## src/rtl/inst_sequencer.sv

```systemverilog
// Instruction sequencer: fetches one byte per instruction and holds the PC, carry flag and link register.
// Latency: 2 clocks (inst[7]=0) or 3 clocks (inst[7]=1) at zero wait; imem_valid holds FETCH, stall freezes EXEC0/EXEC1.
module inst_sequencer #(
    parameter int                 ADDR_W   = 16,
    parameter logic [ADDR_W-1:0]  RESET_PC = '0
) (
    input  logic              clk,
    input  logic              rst,
    output logic [ADDR_W-1:0] imem_addr,
    output logic              imem_req,
    input  logic [7:0]        imem_data,
    input  logic              imem_valid,
    input  logic              stall,
    output logic [7:0]        inst,
    output logic              cycle,
    output logic              ncycle,
    output logic              carry,
    output logic              exec,
    input  logic              carry_in,
    input  logic              WC,
    input  logic              J,
    input  logic              LJ,
    input  logic              nLJR,
    input  logic [ADDR_W-1:0] jump_target,
    output logic [ADDR_W-1:0] pc,
    output logic [ADDR_W-1:0] link
);

    typedef enum logic [1:0] {
        FETCH = 2'd0,
        EXEC0 = 2'd1,
        EXEC1 = 2'd2
    } seqState_t;

    seqState_t         state, stateNext;
    logic [ADDR_W-1:0] pcReg, pcNext;
    logic [ADDR_W-1:0] linkReg, linkNext;
    logic [7:0]        instReg, instNext;
    logic              cycleReg, cycleNext;
    logic              carryReg, carryNext;

    always_ff @(posedge clk) begin
        if (rst) begin
            state    <= FETCH;
            pcReg    <= RESET_PC;
            instReg  <= 8'h00;
            cycleReg <= 1'b0;
            carryReg <= 1'b0;
            linkReg  <= '0;
        end else begin
            state    <= stateNext;
            pcReg    <= pcNext;
            instReg  <= instNext;
            cycleReg <= cycleNext;
            carryReg <= carryNext;
            linkReg  <= linkNext;
        end
    end

    always_comb begin
        stateNext = state;
        pcNext    = pcReg;
        instNext  = instReg;
        cycleNext = cycleReg;
        carryNext = carryReg;
        linkNext  = linkReg;
        case (state)
            FETCH: begin
                if (imem_valid) begin
                    instNext  = imem_data;
                    pcNext    = pcReg + ADDR_W'(1);
                    stateNext = EXEC0;
                end
            end
            EXEC0: begin
                if (!stall) begin
                    if (WC)
                        carryNext = carry_in;
                    // pc already points past this instruction, which is the return address
                    if (LJ && !nLJR)
                        linkNext = pcReg;
                    if (instReg[7]) begin
                        stateNext = EXEC1;
                        cycleNext = 1'b1;
                    end else begin
                        stateNext = FETCH;
                    end
                end
            end
            EXEC1: begin
                if (!stall) begin
                    if (WC)
                        carryNext = carry_in;
                    if (J)
                        pcNext = jump_target;
                    stateNext = FETCH;
                    cycleNext = 1'b0;
                end
            end
            default: begin
                stateNext = FETCH;
                cycleNext = 1'b0;
            end
        endcase
    end

    assign imem_addr = pcReg;
    assign imem_req  = (state == FETCH);
    assign exec      = (state == EXEC0) || (state == EXEC1);
    assign pc        = pcReg;
    assign inst      = instReg;
    assign cycle     = cycleReg;
    assign ncycle    = ~cycleReg;
    assign carry     = carryReg;
    assign link      = linkReg;

endmodule

```

## config.mk

```make
export PLATFORM = sky130hd
export DESIGN_NAME = inst_sequencer
export DESIGN_NICKNAME = d
export VERILOG_FILES = /design/src/rtl/inst_sequencer.sv
export SDC_FILE = /design/constraint.sdc
export NUM_CORES = 1
export LEC_CHECK = 0
export CORE_ASPECT_RATIO = 1.4
export CORE_MARGIN = 5
export CORE_UTILIZATION = 23
export DETAILED_ROUTE_END_ITERATION = 10
export GPL_TIMING_DRIVEN = 0
export PLACE_DENSITY_LB_ADDON = 0.12
export SLEW_MARGIN = 20
export SYNTH_ARGS = -nofsm -noshare
export SYNTH_HDL_FRONTEND = slang
export SYNTH_SLANG_ARGS = --single-unit
```

## constraint.sdc

```tcl
create_clock -name clk -period 5.46 [get_ports clk]
set_clock_uncertainty 0.1 [all_clocks]
set_input_delay 0.819 -clock clk [delete_from_list [all_inputs] [get_ports clk]]
set_output_delay 0.819 -clock clk [all_outputs]
set_load 0.05 [all_outputs]
```

======== Word-level counts from Yosys, hierarchy flattened ========
Cells that the tools add are included.
word-level totals
  bits in registers ....................... 44
  latch bits .............................. 0
  memory bits (writable) .................. 0
  ROM bits ................................ 0
  output and inout port bits .............. 61
  word-level logic and storage cells ...... 42
  memories ................................ 0
cells by class
  $add $sub $neg .......................... 1
  multipliers ............................. 0
  divide/modulo/power cells ............... 0
  $lt $le $gt $ge ......................... 0
  eq/ne operators ......................... 7
  shift-type cells ........................ 0
  mux-type cells .......................... 13
  bitwise gates (word level) .............. 3
  reduce and logical (&&, ||, !) cells .... 12
operator list
  cell                     count
  $mux W16                 3
  $pmux W16 S2             1
  $add A16 B1 Y16 const B  1
  $reduce_and A3 Y1        3
  $mux W2                  4
  $ne A2 B2 Y1 const B     4
  $reduce_and A4 Y1        2
  $pmux W2 S3              1
  $mux W1                  3
  $not A1 Y1               3
  $pmux W1 S3              1
  $eq A2 B1 Y1 const B     1
  $eq A2 B2 Y1 const B     1
  $logic_not A2 Y1         1
  $ne A2 B1 Y1 const B     1
  $reduce_and A2 Y1        1
  $reduce_bool A2 Y1       1
  $reduce_or A2 Y1         1
  $logic_and A1 B1 Y1      1
  $logic_not A1 Y1         1
  $logic_or A1 B1 Y1       1

======== Logic depth before layout (Yosys ltp) ========
Gate-level depths: netlist of run 1.
  word-level depth ........................ 3
  mapped depth ............................ 8

======== Worst setup path after synthesis of run 1 ========
OpenSTA, ideal clock, no wires.
  kind .................................... register to register
  from .................................... register pcReg[0], in the netlist imem_addr[0]
  to ...................................... register pcReg[10], in the netlist imem_addr[10]
  data arrival time ....................... 1.903 ns
  data required time ...................... 5.232 ns
  path slack .............................. 3.329 ns
  stages on the path, launching flop included .. 6
  path buffers ............................ 0
  period minus slack after synthesis ...... 2.131 ns
  path through ............................ dfxtp_1 -> ha_1 -> nand3_2 -> or4_1 -> o21ai_0 -> a221oi_1
between the ends
  word-level cells in the longest chain between the ends .. 3
ends and longest elaborated chain
  item                      RTL line  text
  start: declaration        36        logic [ADDR_W-1:0] pcReg, pcNext;
  start signal: assignment  52        pcReg <= pcNext;
  $add A16 B1 Y16           71        pcNext = pcReg + ADDR_W'(1);
  $mux W16                  69        if (imem_valid) begin
  $pmux W16 S2              67        case (state)
No other way between the ends. The select of a mux whose other input is x is not followed.
A chain may end at the register's enable or synchronous reset.

======== Worst setup path in the final report of run 1 ========
  from .................................... register state[0]
  to ...................................... output port exec
between the ends
  word-level cells in the longest chain between the ends .. 2
  elaborated cells on any way between the ends .. 3
ends and longest elaborated chain
  item                                                 RTL line  text
  start: declaration                                   35        seqState_t state, stateNext;
  start signal: assignment                             51        state <= stateNext;
  $eq A2 B1 Y1 / $eq A2 B2 Y1 (equally long branches)  109       assign exec = (state == EXEC0) || (state == EXEC1);
  $logic_or A1 B1 Y1 *                                 109
  end: declaration                                     18        output logic exec,
Mark *: on every way between the ends. The rest lies on a longest branch, timed or not.

==> out/qor.txt, run 1 <==
outcome - finished clean
DR WL met2 - 3890 um
post-route design area - 3680 um^2
Initial Util - 0.234
setup violation total in the final timing report - 0
nets - 425
measured slew at the worst slew-check pin - 0.605 ns
CP endpoint kind - primary output
Post-synth ARST share - 0
Synth Instances - 289
final core utilization - 0.356
Commonest cells post-synth - nand2_1, dfxtp_1, a21oi_1
# rows - 44
leakage - 0.00123 uW
critical path class - flip-flop to primary output
DRT iter0 DRCs - 77
RSZ-0062 raised after global routing - no
routed wl met3 - 580 um
placer congestion estimate - 0.802
top-area cell type share of the netlist area - 0.364
worst vdd ir - 0.000118 V
relative slew slack - 0.597
GR Util All Layers - 0.120
Syn Area/Cell - 8.38 um^2
vias - 2367
Num CTS Buffers - 5
Post-Syn Area - 2420 um^2
post-CTS setup buffer count - 0
top cells by area, synth - dfxtp_1, nand2_1, buf_4
most frequent cell after synthesis - nand2_1
CTS Hold Buffers Added - 0
CTS root buffer - clkbuf_16
P per Cell Area - 227 nW/um^2
register area share after synthesis - 0.364
Max Cap Viol - 0
startpoint types - flip-flop
warnings from Yosys - 0
syn nets - 326
FMAX - 364 MHz
pin count of the biggest net entering global routing - 14
Top-Level Pins - 94
# diodes - 0
global route total overflow - 0
first-pass GRT wire length - 12500 um
Slew Limit Fails - 0
CTS HTree Levels - 2
Data arrival, critical path - 1.83 ns
# DRC - 0
Worst-Skew Late Latency - 0.28 ns
path category of the worst min-delay check - flip-flop to flip-flop
CP max FO - 3
initial antenna violation count - 0
Pre-antenna DRT Iters - 4
TritonCTS clock tree - done
vias per cell - 4.49
layout cells sized above 1 - 0.185
Tmin final - 2.75 ns
Die Width - 96.7 um
Most used DFF post-synth - dfxtp_1
Synth area leader - dfxtp_1
worst path required time - 4.54 ns
number of global-route vias before repair - 2413
IO Port Bufs - 92
top sig layer - met4
post-cts resize count - 0
Antenna Nets Post-Route - 0
die area - 12700 um^2
CTS Buffer Depth - 2
Layout area overhead - 51.9%
Final TNS setup - 0 ns
Final Hold Fails - 0
WL met1 - 3150 um
Worst-path clk slew - 0.06 ns
post-DR wirelength/cell - 14.6 um
post-synthesis cell type count - 53
Die Height - 131 um
core area - 10300 um^2
DP Wirelength - 5970 um
final worst path period share - 0.503
#FFs+latches synth - 44
Post-DP Area - 3520 um^2
Post-synth EDFFs - 0
Routed WL - 7710 um
CTS sink cnt - 44
layout by cell type (no fill, tap or decap), types with 3 or more instances in the layout:
cell	n
a211oi_1	4
a21oi_1	24
a21oi_2	10
a31oi_1	6
buf_2	6
buf_4	21
clkbuf_1	5
clkbuf_16	5
clkdlybuf4s50_1	92
dfxtp_1	44
ha_1	4
inv_1	10
mux2i_1	4
nand2_1	49
nand2_2	10
nand2b_1	5
nand3_1	16
nor2_1	8
nor2b_1	3
nor3_1	7
o21ai_0	11
o31ai_1	3
final timing paths:
kind,slack (ns),depth (start not counted),startpoint,endpoint
setup / recovery,2.71,3,state[0]$_SDFFE_PP0P_,exec
hold / removal,0.36,2,link[4]$_SDFFE_PP0P_,link[4]$_SDFFE_PP0P_
setup reg to reg,3.47,5,imem_addr[0]$_SDFFE_PP0P_,imem_addr[10]$_SDFFE_PP0P_
hold reg to reg,0.36,2,link[4]$_SDFFE_PP0P_,link[4]$_SDFFE_PP0P_
where the power goes:
part / leakage, uW / switching [uW] / internal (uW) / total (uW)
combinational: 0.000792 / 91.5 / 60.9 / 152
sequential: 0.000356 / 9.13 / 329 / 338
clock: 0.0000808 / 128 / 215 / 343
final cells by class:
cell class / instances / area (um^2)
Buffer: 35 / 254
Clock buffer: 6 / 129
Clock inverter: 2 / 35.0
Fill cell: 1133 / 6670
Inverter: 11 / 41.3
Multi-Input combinational cell: 199 / 1250
Sequential cell: 44 / 881
Tap cell: 138 / 173
Timing Repair Buffer: 92 / 921
critical path, cell delays in order (launching register included):
cell	delay, ns
dfxtp_1	0.36
inv_1	0.07
ha_1	0.30
clkdlybuf4s50_1	0.81
metal layers:
layer	GRT usage	vias up
met5	0	-
met4	0.0351	0
met3	0.0419	6
met2	0.218	79
met1	0.131	1083
li1	-	1199
sequential cells by signal, indices dropped and copies added (netlist names):
signal	cells
carry	1
cycle	1
imem_addr	16
inst	8
link	16
state	2
cell families after synthesis:
group,after synthesis,share of synthesized area
flops,44,0.364
compound gates,76,0.217
simple gates,113,0.249
buf+inv,46,0.122
fa+ha+maj,4,0.0207
mux,6,0.0269
stage by stage:
stage / hold WS (ns) / worst slack, ns / total power (uW) / instances
after detailed placement: 0.349 / 2.79 / 499 / 519
after CTS: 0.357 / 2.70 / 849 / 527
after global placement: 0.341 / 2.79 / 499 / 519
final: 0.355 / 2.71 / 834 / 527
after global routing: 0.378 / 2.64 / 872 / 527
after floorplan: 0.408 / 3.33 / 436 / 289
(Power assumes the default switching activity.)
==> run 2: changes to the inputs <==
clock period = 2.29 ns   (was 5.46 ns; I/O delays follow)
==> run 2 against run 1 <==
Cell count did not move. Sequential share of layout area barely moved. Critical endpoint is now pc[3]. Combinational power rose by 140%. Wire length barely moved. Clock power rose by 140%. Setup slack got worse by 2.6 ns.
==> out/qor.txt, run 2 (synthesis results as in run 1) <==
CP endpoint kind - primary output
outcome - finished clean
path category of the worst min-delay check - primary input to flip-flop
Final TNS setup - 0 ns
Final Hold Fails - 0
Seq pwr share - 0.406
Pre-antenna DRT Iters - 4
number of global-route vias before repair - 2413
RR Startpoint - imem_addr[0]$_SDFFE_PP0P_
worst path required time - 1.85 ns
Routed WL - 7710 um
nets - 425
Top-Level Pins - 94
initial antenna violation count - 0
# DRC - 0
Antenna Nets Post-Route - 0
Tmin final - 2.21 ns
GR Util All Layers - 0.120
P_int - 1440 uW
layout cells sized above 1 - 0.185
Max Cap Viol - 0
worst vdd ir - 0.000283 V
CP max FO - 8
dpl cells - 519
vias - 2366
core area - 10300 um^2
crit path capture - pc[3]
r2r worst-path depth - 5
relative slew slack - 0.597
CTS sink cnt - 44
most frequent cells in the layout - clkdlybuf4s50_1, nand2_1, dfxtp_1
Initial Util - 0.234
CTS Hold Buffers Added - 0
Post-DP Area - 3520 um^2
setup violation total in the final timing report - 0
Worst Hold Depth - 2
critical path class - flip-flop to primary output
leakage - 0.00127 uW
die area - 12700 um^2
IO Port Bufs - 92
Die Width - 96.7 um
P per Cell Area - 539 nW/um^2
DRT iter0 DRCs - 77
Comb power frac - 0.183
Sw Share - 0.274
post-DR wirelength/cell - 14.6 um
measured slew at the worst slew-check pin - 0.605 ns
Pwr Total - 1990 uW
TritonCTS clock tree - done
CTS HTree Levels - 2
Die Height - 131 um
CTS Buffer Depth - 2
post-route design area - 3690 um^2
Worst-path clk slew - 0.06 ns
placer congestion estimate - 0.802
Worst Setup SP - imem_addr[3]$_SDFFE_PP0P_
final worst path period share - 0.966
Worst-Skew Late Latency - 0.28 ns
Data arrival, critical path - 1.77 ns
Slew Limit Fails - 0
startpoint types - flip-flop
pin count of the biggest net entering global routing - 14
# rows - 44
vias per cell - 4.49
commonest non-fill, non-tap cell in the layout - clkdlybuf4s50_1
DP Wirelength - 5970 um
R2R Path End - imem_addr[10]$_SDFFE_PP0P_
Num CTS Buffers - 5
first-pass GRT wire length - 12500 um
fin cells - 527
# diodes - 0
reg2reg setup slack - 0.30 ns
CTS root buffer - clkbuf_16
RSZ-0062 raised after global routing - no
global route total overflow - 0
FMAX - 452 MHz
Layout area overhead - 52.2%
NetSw - 544 uW
clock share of power - 0.412
[run 2: cell count changes in the layout (fill, tap and decap cells not counted)]
cell             previous run  this run
clkdlybuf4s50_1            92        89
dlymetal6s2s_1              0         3
[run 2: worst min path at each step]
| stage | from | endpoint | slack (ns) |
|---|---|---|---|
| 2_1_floorplan | carry_in | carry$_SDFFE_PP0P_ | 0.39 |
| 3_3_place_gp | inst[5]$_SDFFE_PP0P_ | inst[5]$_SDFFE_PP0P_ | 0.34 |
| 3_5_place_dp | link[4]$_SDFFE_PP0P_ | link[4]$_SDFFE_PP0P_ | 0.35 |
| 4_1_cts | rst | imem_addr[12]$_SDFFE_PP0P_ | 0.20 |
| 5_1_grt | rst | imem_addr[12]$_SDFFE_PP0P_ | 0.21 |
| 6_report | rst | imem_addr[12]$_SDFFE_PP0P_ | 0.20 |
[run 2: critical path: stages, from the launching register on]
cell	delay [ns]
dfxtp_1	0.53
buf_4	0.17
clkdlybuf4s50_1	0.79
[run 2: layout make-up]
class                           instances  area [um^2]
Clock inverter                          2         35.0
Multi-Input combinational cell        199         1250
Tap cell                              138          173
Sequential cell                        44          881
Timing Repair Buffer                   92          928
Clock buffer                            6          129
Inverter                               11         41.3
Fill cell                            1132         6660
Buffer                                 35          254
[run 2: what timing repair did]
item,CTS,global route
buffers inserted,0,0
setup endpoints to repair,0,3
gates resized for setup,0,3
[run 2: power by group through the flow]
| stage | clock network [uW] | registers, uW | logic [uW] |
|---|---|---|---|
| after floorplan | 0 | 877 | 162 |
| after global placement | 0 | 823 | 367 |
| after detailed placement | 0 | 823 | 367 |
| after CTS | 848 | 806 | 369 |
| after global routing | 881 | 809 | 389 |
| final | 818 | 806 | 363 |
[run 2: routing by layer]
metal  vias up  share of wire  track usage
met5         -              0            0
met4         0          0.012       0.0351
met3         6          0.074       0.0419
met2        79           0.50        0.218
met1      1082           0.41        0.131
li1       1199              -            -
[run 2: per-stage QoR]
stage	utilization	hold WS, ns	setup slack [ns]
2_1_floorplan	-	0.391	0.159
3_3_place_gp	0.340	0.341	0.0993
3_5_place_dp	0.340	0.349	0.0979
4_1_cts	0.356	0.198	0.00408
5_1_grt	0.356	0.214	0.00469
6_report	0.356	0.201	0.0770
==> RTL change (settings of run 1) <==
The parameter `ADDR_W` goes from 16 to 17.
--- a/src/rtl/inst_sequencer.sv
+++ b/src/rtl/inst_sequencer.sv
@@ -1,7 +1,7 @@
 // Instruction sequencer: fetches one byte per instruction and holds the PC, carry flag and link register.
 // Latency: 2 clocks (inst[7]=0) or 3 clocks (inst[7]=1) at zero wait; imem_valid holds FETCH, stall freezes EXEC0/EXEC1.
 module inst_sequencer #(
-    parameter int                 ADDR_W   = 16,
+    parameter int                 ADDR_W   = 17,
     parameter logic [ADDR_W-1:0]  RESET_PC = '0
 ) (
     input  logic              clk,
Interface: changed (resized imem_addr, jump_target, link and pc); port bits go from 94 to 98. The function was not compared with the original's and may differ.
==> RTL change against run 1 <==
Combinational power up 4%; sequential power increased by 4%; sequential share of layout area rose by 0.97 points; area after synthesis down 0.26%; via count rose by 5.9%; wire length rose by 4.4%; core utilization grew 0.17 points; cell area increased by 0.48%; setup slack got worse by 65 ps; sequential cell count grew 2; power fell by 1.2%; critical path type unchanged.
==> RTL change: results (changes against run 1) <==
post-detail-place hpwl 6102 um (was 5968 um); Post-CTS Repair Setup Buffers 0 (unchanged); filler cell count 1143 (was 1133); GR met2 Demand/Resource 22.70% (was 21.77%); CTS Root Cell clkbuf_16 (unchanged); I/O Buffers 96 (was 92); async set-reset flop share out of synthesis 0% (unchanged); Worst-Margin Slew 623.2 ps (was 604.7 ps); non-filler instance count after layout 548 (was 527); Final GP Congestion 0.7569 (was 0.8016); Hold Path Stages 2 (unchanged); diode count 0 (unchanged); DRT Pass-1 Iters 4 (unchanged); initial antenna violation count 0 (unchanged); first-pass GRT wire length 13290 um (was 12500 um); Syn Nets 344 (was 326); Worst Hold Class register to register (unchanged); CTS Buf Count 5 (unchanged); Reg clk slew, reported paths 70 ps; post-synthesis sequential area ratio 38.11% (was 36.36%); met3 routed WL 550 um (was 580 um); P_int 589.6 uW (was 605.4 uW); worst skew pair latency 290 ps; most frequent cells after synthesis 69 x nand2_1, 46 x dfxtp_1, 34 x a21oi_1, 18 x buf_4 (was 49 x nand2_1, 44 x dfxtp_1, 24 x a21oi_1, 21 x buf_4, 16 x nand3_1); Longest Clk Path Bufs 2 (unchanged); Post-layout nets 447 (was 425); met1 usage 14.61% (was 13.10%); H-tree levels 2 (unchanged); Routed WL per cell 14.68 um (was 14.62 um); count of cell types in the netlist 42 (was 53); Crit Path Max Fanout 6 (was 3); overall routing resource usage 12.72% (was 12.01%); Leakage 1.257 nW (was 1.229 nW); largest net degree at the start of global routing 14 (unchanged); met3 GRT Util 4.189% (unchanged); cell count after synthesis 306 (was 289); top cells by area, synth dfxtp_1 38%, nand2_1 11%, a21oi_1 7.0%, buf_4 5.6%, mux2i_1 3.7% (was dfxtp_1 36%, nand2_1 7.6%, buf_4 6.5%, a21oi_1 5.0%, a21oi_2 3.6%); Cells after DPL 540 (was 519); worst ir drop on vdd 0.0001066 V (was 0.0001185 V); Yosys Warn Count 0 (unchanged); met2 routed WL 4003 um (was 3885 um); Max Used Layer met4 (unchanged); worst r2r path cells 5 (unchanged); Detailed Route Iter0 Violations 103 (was 77); share of cells above drive strength 1 10.49% (was 18.51%); via count 2507 (was 2367); dpl ws 2754 ps (was 2792 ps); Post-CTS Resized 0 (unchanged); WL met1 3415 um (was 3146 um); status complete, no violations (unchanged)
RTL change: cell count changes after synthesis, moves of 5 or more:
cell and change:
nand2_1 +20, a21oi_1 +10, a21oi_2 -10, nand2_2 -10
o21ai_0 -6, mux2i_1 +5
RTL change: logic make-up after synthesis:
logic type / after synthesis / share of synthesized area (%)
AO/OA/AOI/OAI: 70 / 18.64
AND/OR/NAND/NOR: 129 / 25.32
multiplexers: 11 / 5.127
adder cells (fa/ha/maj): 4 / 2.072
flip-flops: 46 / 38.11
buffers and inverters: 46 / 10.72
RTL change: final timing paths:
check / start / endpoint / slack, ps
worst max register to register: imem_addr[0] / imem_addr[14] / 3180
worst max-delay path: state[1] / imem_req / 2650
worst min register to register: inst[2] / inst[2] / 350
worst min-delay path: inst[2] / inst[2] / 350
RTL change: cell type report:
class	count	share of cell area, %
tap	138	4.670
sequential	46	24.91
inverter	9	0.9137
timing repair buffer	96	25.99
clock inverter	1	0.1354
multi-input combinational	214	33.43
buffer	37	6.091
clock buffer	7	3.858
RTL change: worst max-delay path, cell delays in order (launching register included):
cell and delay [ps]:
dfxtp_1 310, inv_1 100, ha_1 330, clkdlybuf4s50_1 870
RTL change: power groups by stage:
stage	registers (mW)	clock network (mW)	logic [mW]
after global placement	0.361	0	0.160
after global routing	0.355	0.338	0.171
after CTS	0.353	0.325	0.161
final	0.353	0.312	0.158
after detailed placement	0.361	0	0.160
after floorplan	0.384	0	0.0715
RTL change: per-stage QoR:
stage	util [%]	power, mW	instance area [um^2]	hold WS, ps
after floorplan	-	0.4552	2416	407.4
after global placement	34.30	0.5212	3550	342.2
after detailed placement	34.30	0.5210	3550	347.0
after CTS	35.72	0.8386	3697	355.3
after global routing	35.72	0.8635	3697	368.9
final	35.72	0.8237	3697	352.3
